**src/rtl/serial_arith_pkg.sv**
```systemverilog
// ---------------------------------------------------------------------------
// serial_arith_pkg
// Purpose: shared definitions for the bit-serial arithmetic blocks.
//   - state_e : FSM encodings (IDLE/SHIFT/DONE). Code 2'd3 is unused and is
//               steered back to IDLE by the FSM.
// ---------------------------------------------------------------------------
package serial_arith_pkg;

  typedef enum logic [1:0] {
    ST_IDLE  = 2'd0,
    ST_SHIFT = 2'd1,
    ST_DONE  = 2'd2
  } state_e;

endpackage : serial_arith_pkg

```
**src/rtl/bit_serial_addsub_if.sv**
```systemverilog
// ---------------------------------------------------------------------------
// bit_serial_addsub_if
// Purpose: request/result bundle of the bit-serial adder/subtractor.
//   start, sub, a, b : request side, driven by the master
//   busy, done       : status, driven by the slave
//   sum, cout, ovf   : result, driven by the slave (valid from done onward)
// ---------------------------------------------------------------------------
interface bit_serial_addsub_if #(
  parameter int WIDTH = 8
);
  import serial_arith_pkg::*;

  logic             start;
  logic             sub;
  logic [WIDTH-1:0] a;
  logic [WIDTH-1:0] b;
  logic             busy;
  logic             done;
  logic [WIDTH-1:0] sum;
  logic             cout;
  logic             ovf;

  modport master (
    output start, sub, a, b,
    input  busy, done, sum, cout, ovf
  );

  modport slave (
    input  start, sub, a, b,
    output busy, done, sum, cout, ovf
  );

endinterface : bit_serial_addsub_if

```
**src/rtl/fa_nand.sv**
```systemverilog
// ---------------------------------------------------------------------------
// fa_nand
// Purpose: gate-level 1-bit full adder built from nine 2-input NANDs.
// Ports:
//   a_i, b_i, c_i : addend bits and carry-in
//   s_o           : sum bit
//   co_o          : carry-out
// ---------------------------------------------------------------------------
module fa_nand (
  input  logic a_i,
  input  logic b_i,
  input  logic c_i,
  output logic s_o,
  output logic co_o
);

  logic n1_s, n2_s, n3_s, x1_s, n4_s, n5_s, n6_s;

  // First half: x1 = a ^ b from four NANDs
  assign n1_s = ~(a_i & b_i);
  assign n2_s = ~(a_i & n1_s);
  assign n3_s = ~(b_i & n1_s);
  assign x1_s = ~(n2_s & n3_s);

  // Second half: s = x1 ^ c; carry reuses n1 (a&b) and n4 (x1&c)
  assign n4_s = ~(x1_s & c_i);
  assign n5_s = ~(x1_s & n4_s);
  assign n6_s = ~(c_i & n4_s);
  assign s_o  = ~(n5_s & n6_s);
  assign co_o = ~(n4_s & n1_s);

endmodule : fa_nand

```
**src/rtl/bit_serial_addsub.sv**
```systemverilog
// ---------------------------------------------------------------------------
// bit_serial_addsub
// Purpose: WIDTH-bit adder/subtractor producing one result bit per clock,
//   LSB first, through a single fa_nand cell plus a carry flop.
// Ports:
//   clk   : clock, all state updates on the rising edge
//   rst_n : synchronous active-low reset
//   bus   : slave side of bit_serial_addsub_if (start/sub/a/b in,
//           busy/done/sum/cout/ovf out)
// Timing: start accepted at edge k gives done high in the cycle after edge
//   k+WIDTH; sum/cout/ovf then hold until the next accepted start.
// ---------------------------------------------------------------------------
module bit_serial_addsub
  import serial_arith_pkg::*;
#(
  parameter int WIDTH = 8
) (
  input  logic                clk,
  input  logic                rst_n,
  bit_serial_addsub_if.slave  bus
);

  localparam int CNT_W = $clog2(WIDTH) + 1;
  localparam logic [CNT_W-1:0] CNT_LAST = CNT_W'(WIDTH - 1);

  state_e           state_q;
  logic [WIDTH-1:0] a_sr_q;
  logic [WIDTH-1:0] b_sr_q;
  logic [WIDTH-1:0] sum_q;
  logic [CNT_W-1:0] cnt_q;
  logic             carry_q;
  logic             busy_q;
  logic             done_q;
  logic             cout_q;
  logic             ovf_q;

  logic             fa_sum_s;
  logic             fa_cy_s;

  fa_nand u_fa (
    .a_i  (a_sr_q[0]),
    .b_i  (b_sr_q[0]),
    .c_i  (carry_q),
    .s_o  (fa_sum_s),
    .co_o (fa_cy_s)
  );

  // FSM, datapath shift registers and registered status/result flags
  always_ff @(posedge clk) begin
    if (!rst_n) begin
      state_q <= ST_IDLE;
      a_sr_q  <= '0;
      b_sr_q  <= '0;
      sum_q   <= '0;
      cnt_q   <= '0;
      carry_q <= 1'b0;
      busy_q  <= 1'b0;
      done_q  <= 1'b0;
      cout_q  <= 1'b0;
      ovf_q   <= 1'b0;
    end else begin
      case (state_q)
        ST_IDLE: begin
          done_q <= 1'b0;
          if (bus.start) begin
            // Subtraction is a + ~b + 1: the +1 enters as the initial carry
            a_sr_q  <= bus.a;
            b_sr_q  <= bus.sub ? ~bus.b : bus.b;
            carry_q <= bus.sub;
            cnt_q   <= '0;
            sum_q   <= '0;
            busy_q  <= 1'b1;
            state_q <= ST_SHIFT;
          end else begin
            state_q <= ST_IDLE;
          end
        end
        ST_SHIFT: begin
          sum_q   <= {fa_sum_s, sum_q[WIDTH-1:1]};
          a_sr_q  <= {1'b0, a_sr_q[WIDTH-1:1]};
          b_sr_q  <= {1'b0, b_sr_q[WIDTH-1:1]};
          carry_q <= fa_cy_s;
          cnt_q   <= cnt_q + CNT_W'(1);
          if (cnt_q == CNT_LAST) begin
            // carry_q here is the carry into the MSB; fa_cy_s is carry out
            cout_q  <= fa_cy_s;
            ovf_q   <= carry_q ^ fa_cy_s;
            busy_q  <= 1'b0;
            done_q  <= 1'b1;
            state_q <= ST_DONE;
          end else begin
            state_q <= ST_SHIFT;
          end
        end
        ST_DONE: begin
          done_q  <= 1'b0;
          state_q <= ST_IDLE;
        end
        default: begin
          busy_q  <= 1'b0;
          done_q  <= 1'b0;
          state_q <= ST_IDLE;
        end
      endcase
    end
  end

  assign bus.busy = busy_q;
  assign bus.done = done_q;
  assign bus.sum  = sum_q;
  assign bus.cout = cout_q;
  assign bus.ovf  = ovf_q;

endmodule : bit_serial_addsub

```
**src/flat_wrapper.sv**
```systemverilog
// flat-port wrapper written by rule: the top's interface ports become plain ports
module bit_serial_addsub_flat import serial_arith_pkg::*;
#(
  parameter int WIDTH = 8
)
  (clk, rst_n, bus_start, bus_sub, bus_a, bus_b, bus_busy, bus_done, bus_sum, bus_cout, bus_ovf);
  bit_serial_addsub_if #(.WIDTH(WIDTH)) bus_i ();
  input  logic clk;
  input  logic rst_n;
  input wire logic [$bits(bus_i.start)-1:0] bus_start;
  input wire logic [$bits(bus_i.sub)-1:0] bus_sub;
  input wire logic [$bits(bus_i.a)-1:0] bus_a;
  input wire logic [$bits(bus_i.b)-1:0] bus_b;
  output wire logic [$bits(bus_i.busy)-1:0] bus_busy;
  output wire logic [$bits(bus_i.done)-1:0] bus_done;
  output wire logic [$bits(bus_i.sum)-1:0] bus_sum;
  output wire logic [$bits(bus_i.cout)-1:0] bus_cout;
  output wire logic [$bits(bus_i.ovf)-1:0] bus_ovf;
  assign bus_i.start = bus_start;
  assign bus_i.sub = bus_sub;
  assign bus_i.a = bus_a;
  assign bus_i.b = bus_b;
  assign bus_busy = bus_i.busy;
  assign bus_done = bus_i.done;
  assign bus_sum = bus_i.sum;
  assign bus_cout = bus_i.cout;
  assign bus_ovf = bus_i.ovf;
  bit_serial_addsub #(.WIDTH(WIDTH)) u_core (.clk(clk), .rst_n(rst_n), .bus(bus_i));
endmodule
```
**config.mk**
```make
export PLATFORM = sky130hd
export DESIGN_NAME = bit_serial_addsub_flat
export DESIGN_NICKNAME = d
export VERILOG_FILES = /design/src/rtl/serial_arith_pkg.sv /design/src/rtl/bit_serial_addsub_if.sv /design/src/rtl/fa_nand.sv /design/src/rtl/bit_serial_addsub.sv /design/src/flat_wrapper.sv
export SDC_FILE = /design/constraint.sdc
export NUM_CORES = 1
export LEC_CHECK = 0
export ABC_CLOCK_PERIOD_IN_PS = 2000
export CORE_UTILIZATION = 50
export DETAILED_ROUTE_END_ITERATION = 8
export PLACE_DENSITY = 0.83
export SYNTH_ARGS = -nofsm -noshare
export SYNTH_HDL_FRONTEND = slang
export SYNTH_SLANG_ARGS = --single-unit
```
**constraint.sdc**
```tcl
create_clock -name clk -period 2 [get_ports clk]
set_clock_uncertainty 0.1 [all_clocks]
set_input_delay 0.6 -clock clk [delete_from_list [all_inputs] [get_ports clk]]
set_output_delay 0.6 -clock clk [all_outputs]
set_load 0.02 [all_outputs]
```
==> out/results.ini <==
[run_status]
outcome=completed

[placed_design]
placement.io_buffers=31
place_ws_ns=-0.144
placed_cells=234
dp_hpwl_mm=2.29
place_congestion=0.826

[yosys]
ys_ff_latch=35
netlist_area_um2=1620
synthMuxAreaShare_pct=0.617
synthFlopType=dfxtp_1
synth_nets=188
synth_xor_area_share_pct=4.86
synth_edf_count=0
synth_top_family_by_area=compound AO/OA/AOI/OAI gates
avgSynthCellArea_um2=9.77
netlist_instances=166
synth_fa_ha_area_share_pct=2.01
ys_warn_count=0
yosys.area_share.simple_pct=16.6
synth_compound_area_share_pct=24.8
post-synth-top-area-cell=dfxtp_1
async_flop_share_pct=0
netlist.area_leader.share_pct=43.2
synth.area.top_cells=dfxtp_1, nor2b_1, o221a_2
yosysUniqueCellTypes=34
ys_seq_area_share_pct=43.2

[global_route]
grt_max_degree=38
grt_pass1_wl_mm=5.40
grt-ovfl-total=0
grt_pass1_vias=1214
antenna_found_initial=0
grtUsageTotal_pct=21.0

[sta]
rsz0062_at_grt=false
finalSetupViolCount=0
hold_slack_ns=0.366
fmax_mhz=550
slew-limit-headroom_pct=61.7
tightest_slew_ns=0.575
timing.setup.tns_ns=0
finalCriticalPeriod_ns=1.82
fin_crit_sh_pct=90.9
hold_viol_final=0
slew_violations=0
setup_ws_ns=0.182

[route]
vias_per_cell=5.36
wl_mm=3.20
drt-wirelength-per-cell_um=13.3
vias=1286
dr.pass1.iters=4
drc_errors=0
ant_nets=0
drt_iter0_drc=71

[critical_path]
r2r_cells=4
crit_required_ns=2.17
critPathLaunch=bus_start
start_kind=input pin
regToRegStartpoint=u_core.state_q[0]$_SDFF_PN0_
worstPathMaxFanout=12
cp-end-kind=flop
worstPathArrival_ns=1.99
crit_type=input pin to flop

[cts]
clk_pin_slew_ns=0.10
clock_sinks=35
postCtsHoldBufs=0
clock_path_buffers=2
root_buffer=clkbuf_4
cts_tree=yes
cts_buffers=5
cts-htree-levels=2
post-cts-setup-buffers=0
worstSkewPairLatency_ns=0.33

[floorplanning]
core_um2=3050
start_util_pct=53.1
die-area_um2=3480
ios=32
floorplan.rows=20
dieHeight_um=59.0
die_width_um=59.0

[worst_hold_path]
min_from=u_core.bus.ovf$_SDFFE_PN0P_
hold_path_class=flop to flop
hold_depth=2

[power_and_ir_drop]
p_per_area_nw_per_um2=677
ir_drop_uv=437
p_leak_nw=0.895

[cells_and_area]
fin_cells=240
final_common_cell=dfxtp_1
post-route-util_pct=65.5
drive_above_1_share_pct=13.8
nets=219
antennaDiodeCount=0
final_cell_mix=dfxtp_1, clkdlybuf4s50_1, nor2b_1
area_delta_synth_final_pct=23.3

[job]
drv_cap=0

through the flow:
| stage | power, mW | cell area, um2 |
|---|---|---|
| floorplan | 0.952 | 1620 |
| global route | 1.42 | 2000 |
| global placement | 1.02 | 1960 |
| detailed placement | 1.03 | 1960 |
| CTS | 1.36 | 1990 |
| finish | 1.35 | 2000 |
cell type report:
type	instances	area (um2)
Clock buffer	6	41.3
Tap cell	44	55.1
Inverter	3	11.3
Timing Repair Buffer	41	398
Multi-Input combinational cell	111	793
Sequential cell	35	701
Fill cell	263	1050
final timing paths:
path	end	slack (ns)
max	u_core.a_sr_q[7]$_SDFFE_PN0P_	0.18
min	u_core.bus.ovf$_SDFFE_PN0P_	0.37
max reg2reg	u_core.b_sr_q[1]$_SDFFE_PN0P_	0.41
min reg2reg	u_core.bus.ovf$_SDFFE_PN0P_	0.37
kinds of logic (layout without fill, tap and decap cells):
kind of cell    count (synthesis)  in the layout
simple gates                   47             47
flops                          35             35
buf+inv                        20             50
mux                             1              1
xor+xnor                        9              9
compound gates                 52             52
fa+ha+maj                       2              2
critical path, stage by stage:
cell             delay (ns)
clkdlybuf4s50_1        0.47
buf_4                  0.17
o21bai_2               0.46
a22oi_1                0.18
nor2b_1                0.12
synth_stat cells (3+ instances only):
master    number
o21ai_0        9
inv_1          3
xnor2_1        8
nor2_1        15
o221a_2        8
a22oi_1       11
a211oi_1       6
o211a_1        4
buf_6          3
buf_2          3
clkbuf_1       4
buf_4          7
nor2b_1       18
dfxtp_1       35
a21oi_1        8
sequential cells by signal, indices dropped and copies added, names as in the netlist, 2 cells and up:
register / flops
u_core.a_sr_q: 8
u_core.bus.sum: 8
u_core.cnt_q: 4
u_core.state_q: 2
u_core.b_sr_q: 8
routing by layer:
| metal | GRT usage (%) | part of all wire (%) | up-vias |
|---|---|---|---|
| met5 | 0 | 0 | - |
| met4 | 8.16 | 1.2 | 0 |
| met3 | 5.93 | 4.7 | 4 |
| met2 | 35.7 | 50 | 29 |
| met1 | 24.9 | 44 | 607 |
| li1 | - | - | 646 |
repair_timing:
| action | in CTS | in global routing |
|---|---|---|
| gates cloned | 0 | 0 |
| setup endpoints to repair | 8 | 4 |
| gates resized for setup | 8 | 4 |
| pin swaps | 0 | 0 |
power by group:
| group | leakage (nW) | internal [mW] | switching, mW |
|---|---|---|---|
| clock network | 0.0242 | 0.125 | 0.214 |
| logic | 0.584 | 0.134 | 0.112 |
| registers | 0.287 | 0.739 | 0.0289 |
(Power assumes the default switching activity.)
